File: config.mk
export PLATFORM = sky130hd
export DESIGN_NAME = signed_mac_accumulator_flat
export DESIGN_NICKNAME = d
export VERILOG_FILES = /design/src/rtl/mac_pkg.sv /design/src/rtl/signed_mac_accumulator_if.sv /design/src/rtl/sat_add.sv /design/src/rtl/signed_mac_accumulator.sv /design/src/flat_wrapper.sv
export SDC_FILE = /design/constraint.sdc
export NUM_CORES = 1
export LEC_CHECK = 0
export ABC_CLOCK_PERIOD_IN_PS = 3000
export CAP_MARGIN = 0
export CORE_ASPECT_RATIO = 0.5
export CORE_MARGIN = 4
export CORE_UTILIZATION = 45
export CTS_CLUSTER_SIZE = 40
export DETAILED_ROUTE_END_ITERATION = 8
export PLACE_DENSITY = 0.7
export SYNTH_ARGS = -nofsm -noshare
export SYNTH_HDL_FRONTEND = slang
export SYNTH_SLANG_ARGS = --single-unit
File: constraint.sdc
create_clock -name clk -period 3 [get_ports clk]
set_input_delay 0.9 -clock clk [delete_from_list [all_inputs] [get_ports clk]]
set_output_delay 0.9 -clock clk [all_outputs]
set_load 0.02 [all_outputs]
File: src/rtl/mac_pkg.sv
// mac_pkg: shared types and constants for the signed MAC accumulator family.
//   state_e     - two-state frame FSM encoding (ACCUM, DONE)
//   PROD_W      - width of the signed product from the 4x4 multiplier
//   ACC_W_DEF   - default accumulator / result width
//   MAX_LEN_DEF - default maximum number of beats per frame
package mac_pkg;

    localparam int PROD_W      = 8;
    localparam int ACC_W_DEF   = 16;
    localparam int MAX_LEN_DEF = 16;

    typedef enum logic [0:0] {
        ST_ACCUM = 1'b0,
        ST_DONE  = 1'b1
    } state_e;

endpackage

File: src/rtl/signed_mac_accumulator_if.sv
// signed_mac_accumulator_if: product input stream plus frame result stream.
//   in_valid/in_ready/in_prod/in_last         - product beat channel
//   out_valid/out_ready/out_acc/out_sat/out_count - frame result channel
// Handshake rule for both channels: a transfer happens on a rising clock edge
// where valid and ready are both high. A source holding valid keeps its
// payload stable until the transfer; ready never depends on valid.
interface signed_mac_accumulator_if
    import mac_pkg::*;
#(
    parameter int ACC_W = ACC_W_DEF,
    parameter int CNT_W = 5
);
    logic              in_valid;
    logic              in_ready;
    logic [PROD_W-1:0] in_prod;
    logic              in_last;
    logic              out_valid;
    logic              out_ready;
    logic [ACC_W-1:0]  out_acc;
    logic              out_sat;
    logic [CNT_W-1:0]  out_count;

    // Producer of beats / consumer of results.
    modport master (
        output in_valid, in_prod, in_last, out_ready,
        input  in_ready, out_valid, out_acc, out_sat, out_count
    );

    // The accumulator itself.
    modport slave (
        input  in_valid, in_prod, in_last, out_ready,
        output in_ready, out_valid, out_acc, out_sat, out_count
    );
endinterface

File: src/rtl/sat_add.sv
// sat_add: combinational saturating signed add.
//   acc_i  - ACC_W-bit signed running value
//   prod_i - PROD_W-bit signed addend
//   sum_o  - acc_i + prod_i clamped to the ACC_W signed range
//   clip_o - high when the clamp was applied
module sat_add #(
    parameter int ACC_W  = 16,
    parameter int PROD_W = 8
) (
    input  logic signed [ACC_W-1:0]  acc_i,
    input  logic signed [PROD_W-1:0] prod_i,
    output logic signed [ACC_W-1:0]  sum_o,
    output logic                     clip_o
);
    localparam logic signed [ACC_W-1:0] POS_MAX = {1'b0, {(ACC_W-1){1'b1}}};
    localparam logic signed [ACC_W-1:0] NEG_MIN = {1'b1, {(ACC_W-1){1'b0}}};

    // One guard bit is enough: |prod| is far smaller than the ACC_W range.
    logic [ACC_W:0] wide;

    assign wide = {acc_i[ACC_W-1], acc_i}
                + {{(ACC_W+1-PROD_W){prod_i[PROD_W-1]}}, prod_i};

    always_comb begin
        sum_o  = wide[ACC_W-1:0];
        clip_o = 1'b0;
        // Guard bit disagreeing with the sign bit means the true sum left range.
        if (wide[ACC_W] != wide[ACC_W-1]) begin
            clip_o = 1'b1;
            sum_o  = wide[ACC_W] ? NEG_MIN : POS_MAX;
        end
    end
endmodule

File: src/rtl/signed_mac_accumulator.sv
// signed_mac_accumulator: sums a frame of signed 8-bit products into a
// saturating ACC_W-bit accumulator and presents the frame result.
//   clk         - rising-edge clock
//   rst_n       - synchronous active-low reset
//   flush       - synchronous frame abort (drops any pending result)
//   bus         - slave side of the beat / result streams
//   dbg_state_o - current FSM state (0 = ACCUM, 1 = DONE)
module signed_mac_accumulator
    import mac_pkg::*;
#(
    parameter int ACC_W   = ACC_W_DEF,
    parameter int MAX_LEN = MAX_LEN_DEF,
    parameter int CNT_W   = $clog2(MAX_LEN + 1)
) (
    input  logic                     clk,
    input  logic                     rst_n,
    input  logic                     flush,
    signed_mac_accumulator_if.slave  bus,
    output logic [0:0]               dbg_state_o
);
    localparam logic [0:0]       S_ACCUM = ST_ACCUM;
    localparam logic [0:0]       S_DONE  = ST_DONE;
    localparam logic [CNT_W-1:0] MAX_CNT = CNT_W'(MAX_LEN);

    logic [0:0]              state_q, state_d;
    logic signed [ACC_W-1:0] acc_q, acc_d;
    logic [CNT_W-1:0]        count_q, count_d;
    logic                    sat_q, sat_d;
    logic [ACC_W-1:0]        out_acc_q, out_acc_d;
    logic                    out_sat_q, out_sat_d;
    logic [CNT_W-1:0]        out_count_q, out_count_d;

    logic signed [ACC_W-1:0] sum;
    logic                    clip;
    logic                    in_ready_w;
    logic                    accept;
    logic                    close;
    logic                    out_hs;
    logic [CNT_W-1:0]        count_inc;

    sat_add #(
        .ACC_W  (ACC_W),
        .PROD_W (PROD_W)
    ) u_sat_add (
        .acc_i  (acc_q),
        .prod_i (bus.in_prod),
        .sum_o  (sum),
        .clip_o (clip)
    );

    // flush is the only input allowed to reach in_ready combinationally.
    assign in_ready_w = (state_q == S_ACCUM) && !flush;
    assign accept     = bus.in_valid && in_ready_w;
    assign count_inc  = count_q + CNT_W'(1);
    assign close      = accept && (bus.in_last || (count_inc == MAX_CNT));
    assign out_hs     = (state_q == S_DONE) && bus.out_ready;

    always_comb begin
        state_d     = state_q;
        acc_d       = acc_q;
        count_d     = count_q;
        sat_d       = sat_q;
        out_acc_d   = out_acc_q;
        out_sat_d   = out_sat_q;
        out_count_d = out_count_q;
        if (flush) begin
            // Result latches are left alone; dropping out_valid hides them.
            state_d = S_ACCUM;
            acc_d   = '0;
            count_d = '0;
            sat_d   = 1'b0;
        end else if (state_q == S_ACCUM) begin
            if (accept) begin
                acc_d   = sum;
                count_d = count_inc;
                sat_d   = sat_q | clip;
                if (close) begin
                    state_d     = S_DONE;
                    out_acc_d   = sum;
                    out_sat_d   = sat_q | clip;
                    out_count_d = count_inc;
                end
            end
        end else if (out_hs) begin
            state_d = S_ACCUM;
            acc_d   = '0;
            count_d = '0;
            sat_d   = 1'b0;
        end
    end

    always_ff @(posedge clk) begin
        if (!rst_n) begin
            state_q     <= S_ACCUM;
            acc_q       <= '0;
            count_q     <= '0;
            sat_q       <= 1'b0;
            out_acc_q   <= '0;
            out_sat_q   <= 1'b0;
            out_count_q <= '0;
        end else begin
            state_q     <= state_d;
            acc_q       <= acc_d;
            count_q     <= count_d;
            sat_q       <= sat_d;
            out_acc_q   <= out_acc_d;
            out_sat_q   <= out_sat_d;
            out_count_q <= out_count_d;
        end
    end

    assign bus.in_ready  = in_ready_w;
    assign bus.out_valid = (state_q == S_DONE);
    assign bus.out_acc   = out_acc_q;
    assign bus.out_sat   = out_sat_q;
    assign bus.out_count = out_count_q;
    assign dbg_state_o   = state_q;
endmodule
File: src/flat_wrapper.sv
// flat-port wrapper written by rule: the top's interface ports become plain ports
module signed_mac_accumulator_flat import mac_pkg::*;
#(
    parameter int ACC_W   = ACC_W_DEF,
    parameter int MAX_LEN = MAX_LEN_DEF,
    parameter int CNT_W   = $clog2(MAX_LEN + 1)
)
  (clk, rst_n, flush, dbg_state_o, bus_in_valid, bus_in_prod, bus_in_last, bus_out_ready, bus_in_ready, bus_out_valid, bus_out_acc, bus_out_sat, bus_out_count);
  signed_mac_accumulator_if #(.ACC_W(ACC_W), .CNT_W(CNT_W)) bus_i ();
  input  logic clk;
  input  logic rst_n;
  input  logic flush;
  output logic [0:0] dbg_state_o;
  input wire logic [$bits(bus_i.in_valid)-1:0] bus_in_valid;
  input wire logic [$bits(bus_i.in_prod)-1:0] bus_in_prod;
  input wire logic [$bits(bus_i.in_last)-1:0] bus_in_last;
  input wire logic [$bits(bus_i.out_ready)-1:0] bus_out_ready;
  output wire logic [$bits(bus_i.in_ready)-1:0] bus_in_ready;
  output wire logic [$bits(bus_i.out_valid)-1:0] bus_out_valid;
  output wire logic [$bits(bus_i.out_acc)-1:0] bus_out_acc;
  output wire logic [$bits(bus_i.out_sat)-1:0] bus_out_sat;
  output wire logic [$bits(bus_i.out_count)-1:0] bus_out_count;
  assign bus_i.in_valid = bus_in_valid;
  assign bus_i.in_prod = bus_in_prod;
  assign bus_i.in_last = bus_in_last;
  assign bus_i.out_ready = bus_out_ready;
  assign bus_in_ready = bus_i.in_ready;
  assign bus_out_valid = bus_i.out_valid;
  assign bus_out_acc = bus_i.out_acc;
  assign bus_out_sat = bus_i.out_sat;
  assign bus_out_count = bus_i.out_count;
  signed_mac_accumulator #(.ACC_W(ACC_W), .MAX_LEN(MAX_LEN), .CNT_W(CNT_W)) u_core (.clk(clk), .rst_n(rst_n), .flush(flush), .bus(bus_i), .dbg_state_o(dbg_state_o));
endmodule
==> results.cfg, run 1 <==
[yosys]
syn_inst = 300
synth.avg_cell_area_um2 = 8.90
yosysTopAreaCell = dfxtp_1
synth_common_cells = 45 x dfxtp_1, 30 x nand2_1, 24 x a21oi_1
synthArstFlopShare_pct = 0
synth_fp_nets = 333
ys_types = 55
syn_area_um2 = 2670
synth_ff_type = dfxtp_1
synth_seq_cells = 45
yosysMostFrequentCell = dfxtp_1
synth_area_leaders = dfxtp_1 34%, ha_1 8.4%, maj3_2 5.5%
synth_top_area_share_pct = 33.8
synth_seq_area_share_pct = 33.8
ys_warn_count = 0
synth_edf_count = 0

[critical_path]
cp_top_family = buffers and inverters
cp-startpoint = bus_in_prod[4]
cpMaxStageDelayCell = clkdlybuf4s50_1
crit_buf_inv = 3
crit_top_cell = buf_4
reg2reg_to = u_core.bus.out_acc[9]$_SDFFE_PN0P_
cp_max_fo = 5
arrival_ps = 3180
path_cells = clkdlybuf4s50_1 > ha_4 > buf_4 > nand2_1 > nor2_4 > a21o_4 > buf_4 > a211o_1 > o311a_1 > maj3_2 > a21oi_2
worstRegToRegCells = 11
critPathLaunchType = input pin
reg2reg_from = u_core.acc_q[0]$_SDFFE_PP0P_
cp-end-kind = register
worstSetupPathDepth = 11
critical_path_class = input pin to register
endpoint = u_core.bus.out_acc[14]$_SDFFE_PN0P_
slowest_delay_ps = 510
cp.required_ps = 3220
rrSetupSlack_ps = 620

[global_route]
grt_max_degree = 43
grt_pass1_wl_um = 12200
gr-usage-all-layers_pct = 20.8
grt_antenna_before_repair = 0
gr-total-overflow = 0
grt_pass1_vias = 2561

[drt]
wl_per_cell_um = 15.8
drtAntennaViolNets = 0
drc_errors = 0
wl_met2_um = 3550
routed_wl_um = 7200
vias = 2462
wl_met1_um = 3190
routed-wl-met3_um = 306
top_layer = met4
drt-initial-drc-count = 152
vias_per_cell = 5.39
drt_first_pass_iters = 4

[final_layout]
final_area_um2 = 3860
area_growth_pct = 44.8
utilization_pct = 68.9
nets = 417
fillers = 434
layout-drive-gt1-share_pct = 31.5
antennaDiodeCount = 0

[sta]
rsz0062_at_grt = yes
tightest_slew_ps = 354
slew_headroom_pct = 76.4
setup_viol = 0
min_period_ps = 2970
fin_crit_sh_pct = 98.9
drv_slew = 0
setup_slack_ps = 33.9
finalClockSkew_ps = 5.09
hold_viol_final = 0
max_freq_mhz = 337

[placement]
port_buffers = 38
pre_cts_ws_ps = -542
dpl-instance-area_um2 = 3470
hpwl_um = 5230
routabilityCongestion = 0.848

[clock_tree]
clock-root-buffer = clkbuf_16
clockBufferDepth = 2
ctsHoldBuffers = 0
clkLatencyLatePin_ps = 280
clk_pin_slew_ps = 60
cts_tree = built
cts_made_buffers = 5
htreeDepth = 2
cts.sink_count = 45

[run_status]
status = complete, no violations

[floorplan]
die_h_um = 62.5
start_util_pct = 47.6
die_w_um = 117
core_um2 = 5610
rows = 19
ios = 39
dieArea_um2 = 7300

[power_and_ir_drop]
peakVddDrop_uv = 273
powerDensity_nw_per_um2 = 429
p_leak_nw = 1.52

[flow_run]
cap_violations = 0

[hold_path]
hp-class = register to register
## layer usage
| metal | GRT usage, % | up-vias |
|---|---|---|
| li1 | - | 1234 |
| met1 | 26.2 | 1139 |
| met2 | 35.4 | 71 |
| met3 | 4.26 | 18 |
| met4 | 7.01 | 0 |
| met5 | 0 | - |
## flip-flops by register name, indices dropped and copies added, names as in the netlist
register,cells
u_core.sat_q,1
u_core.bus.out_count,5
u_core.bus.out_sat,1
u_core.count_q,5
u_core.bus.out_acc,16
u_core.bus.out_valid,1
u_core.acc_q,16
## how the worst min path moves through the flow
stage,startpoint,endpoint,slack (ps),depth (start not counted)
detailed placement,u_core.acc_q[4]$_SDFFE_PP0P_,u_core.acc_q[4]$_SDFFE_PP0P_,460,2
finish,u_core.acc_q[14]$_SDFFE_PP0P_,u_core.acc_q[14]$_SDFFE_PP0P_,460,2
floorplan,u_core.sat_q$_SDFFE_PP0P_,u_core.sat_q$_SDFFE_PP0P_,430,1
global placement,u_core.sat_q$_SDFFE_PP0P_,u_core.bus.out_sat$_SDFFE_PN0P_,440,2
CTS,u_core.acc_q[3]$_SDFFE_PP0P_,u_core.acc_q[3]$_SDFFE_PP0P_,470,2
global route,u_core.acc_q[3]$_SDFFE_PP0P_,u_core.acc_q[3]$_SDFFE_PP0P_,490,2
## where the power goes
group	total (W)	internal [W]	leakage [nW]	switching [W]
registers	0.000635	0.000620	0.366	0.0000149
clock network	0.000603	0.000386	0.0797	0.000216
logic	0.000420	0.000208	1.07	0.000211
## kinds of logic after synthesis
kind of cell | count (synthesis) | synth area share (%)
adder cells (fa/ha/maj) | 34 | 15.4
multiplexers | 4 | 1.55
buffers and inverters | 25 | 4.31
flip-flops | 45 | 33.8
AND/OR/NAND/NOR | 72 | 12.0
XOR/XNOR | 15 | 5.91
AO/OA/AOI/OAI | 105 | 27.0
## timing repair
| action | in CTS | in global routing |
|---|---|---|
| resized for setup | 21 | 16 |
| cloned | 1 | 0 |
| hold endpoints to repair | 0 | 0 |
| buffers inserted | 2 | 0 |
| setup endpoints to repair | 33 | 31 |
| pin swaps | 17 | 9 |
## through the flow
step / hold slack, ps / power (W) / cells / setup TNS, ps
2_1_floorplan: 432 / 0.000874 / 300 / 0
3_3_place_gp: 443 / 0.00101 / 447 / -13780
3_5_place_dp: 455 / 0.00102 / 447 / -15800
4_1_cts: 467 / 0.00165 / 457 / 0
5_1_grt: 489 / 0.00174 / 457 / -149
6_report: 462 / 0.00166 / 457 / 0
## cell usage in the layout, fill, tap and decap left out, drive strengths merged, types with 3 or more instances in the layout
master         Yosys  layout
a211oi             7       7
a21o               4       4
a21oi             35      35
a31oi              6       6
buf                6      51
clkbuf             7       6
clkdlybuf4s50      0      33
dfxtp             45      45
dlygate4sd2        0       3
ha                18      18
inv               12      12
maj3              15      15
mux2i              3       3
nand2             30      30
nand2b             4       4
nand3              8       8
nor2              24      24
o21ai             39      39
xnor2              8       8
xor2               7       7
## worst reg2reg max path: stages (launching register included)
cell and delay, ps:
dfxtp_1 340, ha_2 190, inv_2 40, fa_2 360, nand2b_4 160, a21oi_4 150, a21o_4 150, a21oi_4 70
a2bb2oi_4 180, buf_12 160, maj3_2 320, a211oi_2 180
## area by class of cell
cell class / instances / area (um^2) / area share, %
well taps: 73 / 91.3 / 2.36
repair buffers: 90 / 838 / 21.7
clock buffers: 5 / 125 / 3.24
inverters: 12 / 45.0 / 1.17
flip-flops and latches: 45 / 901 / 23.3
multi-input cells: 230 / 1830 / 47.3
clock inverters: 2 / 35.0 / 0.906
No activity file was read; power rests on OpenSTA's default activity.
==> inputs of run 2 (changes only) <==
Settings changed: CAP_MARGIN 0 to 40, GPL_TIMING_DRIVEN set to 1.
==> results of run 2 <==
Same layout as run 1: the final DEF is identical, and so are final timing and power.
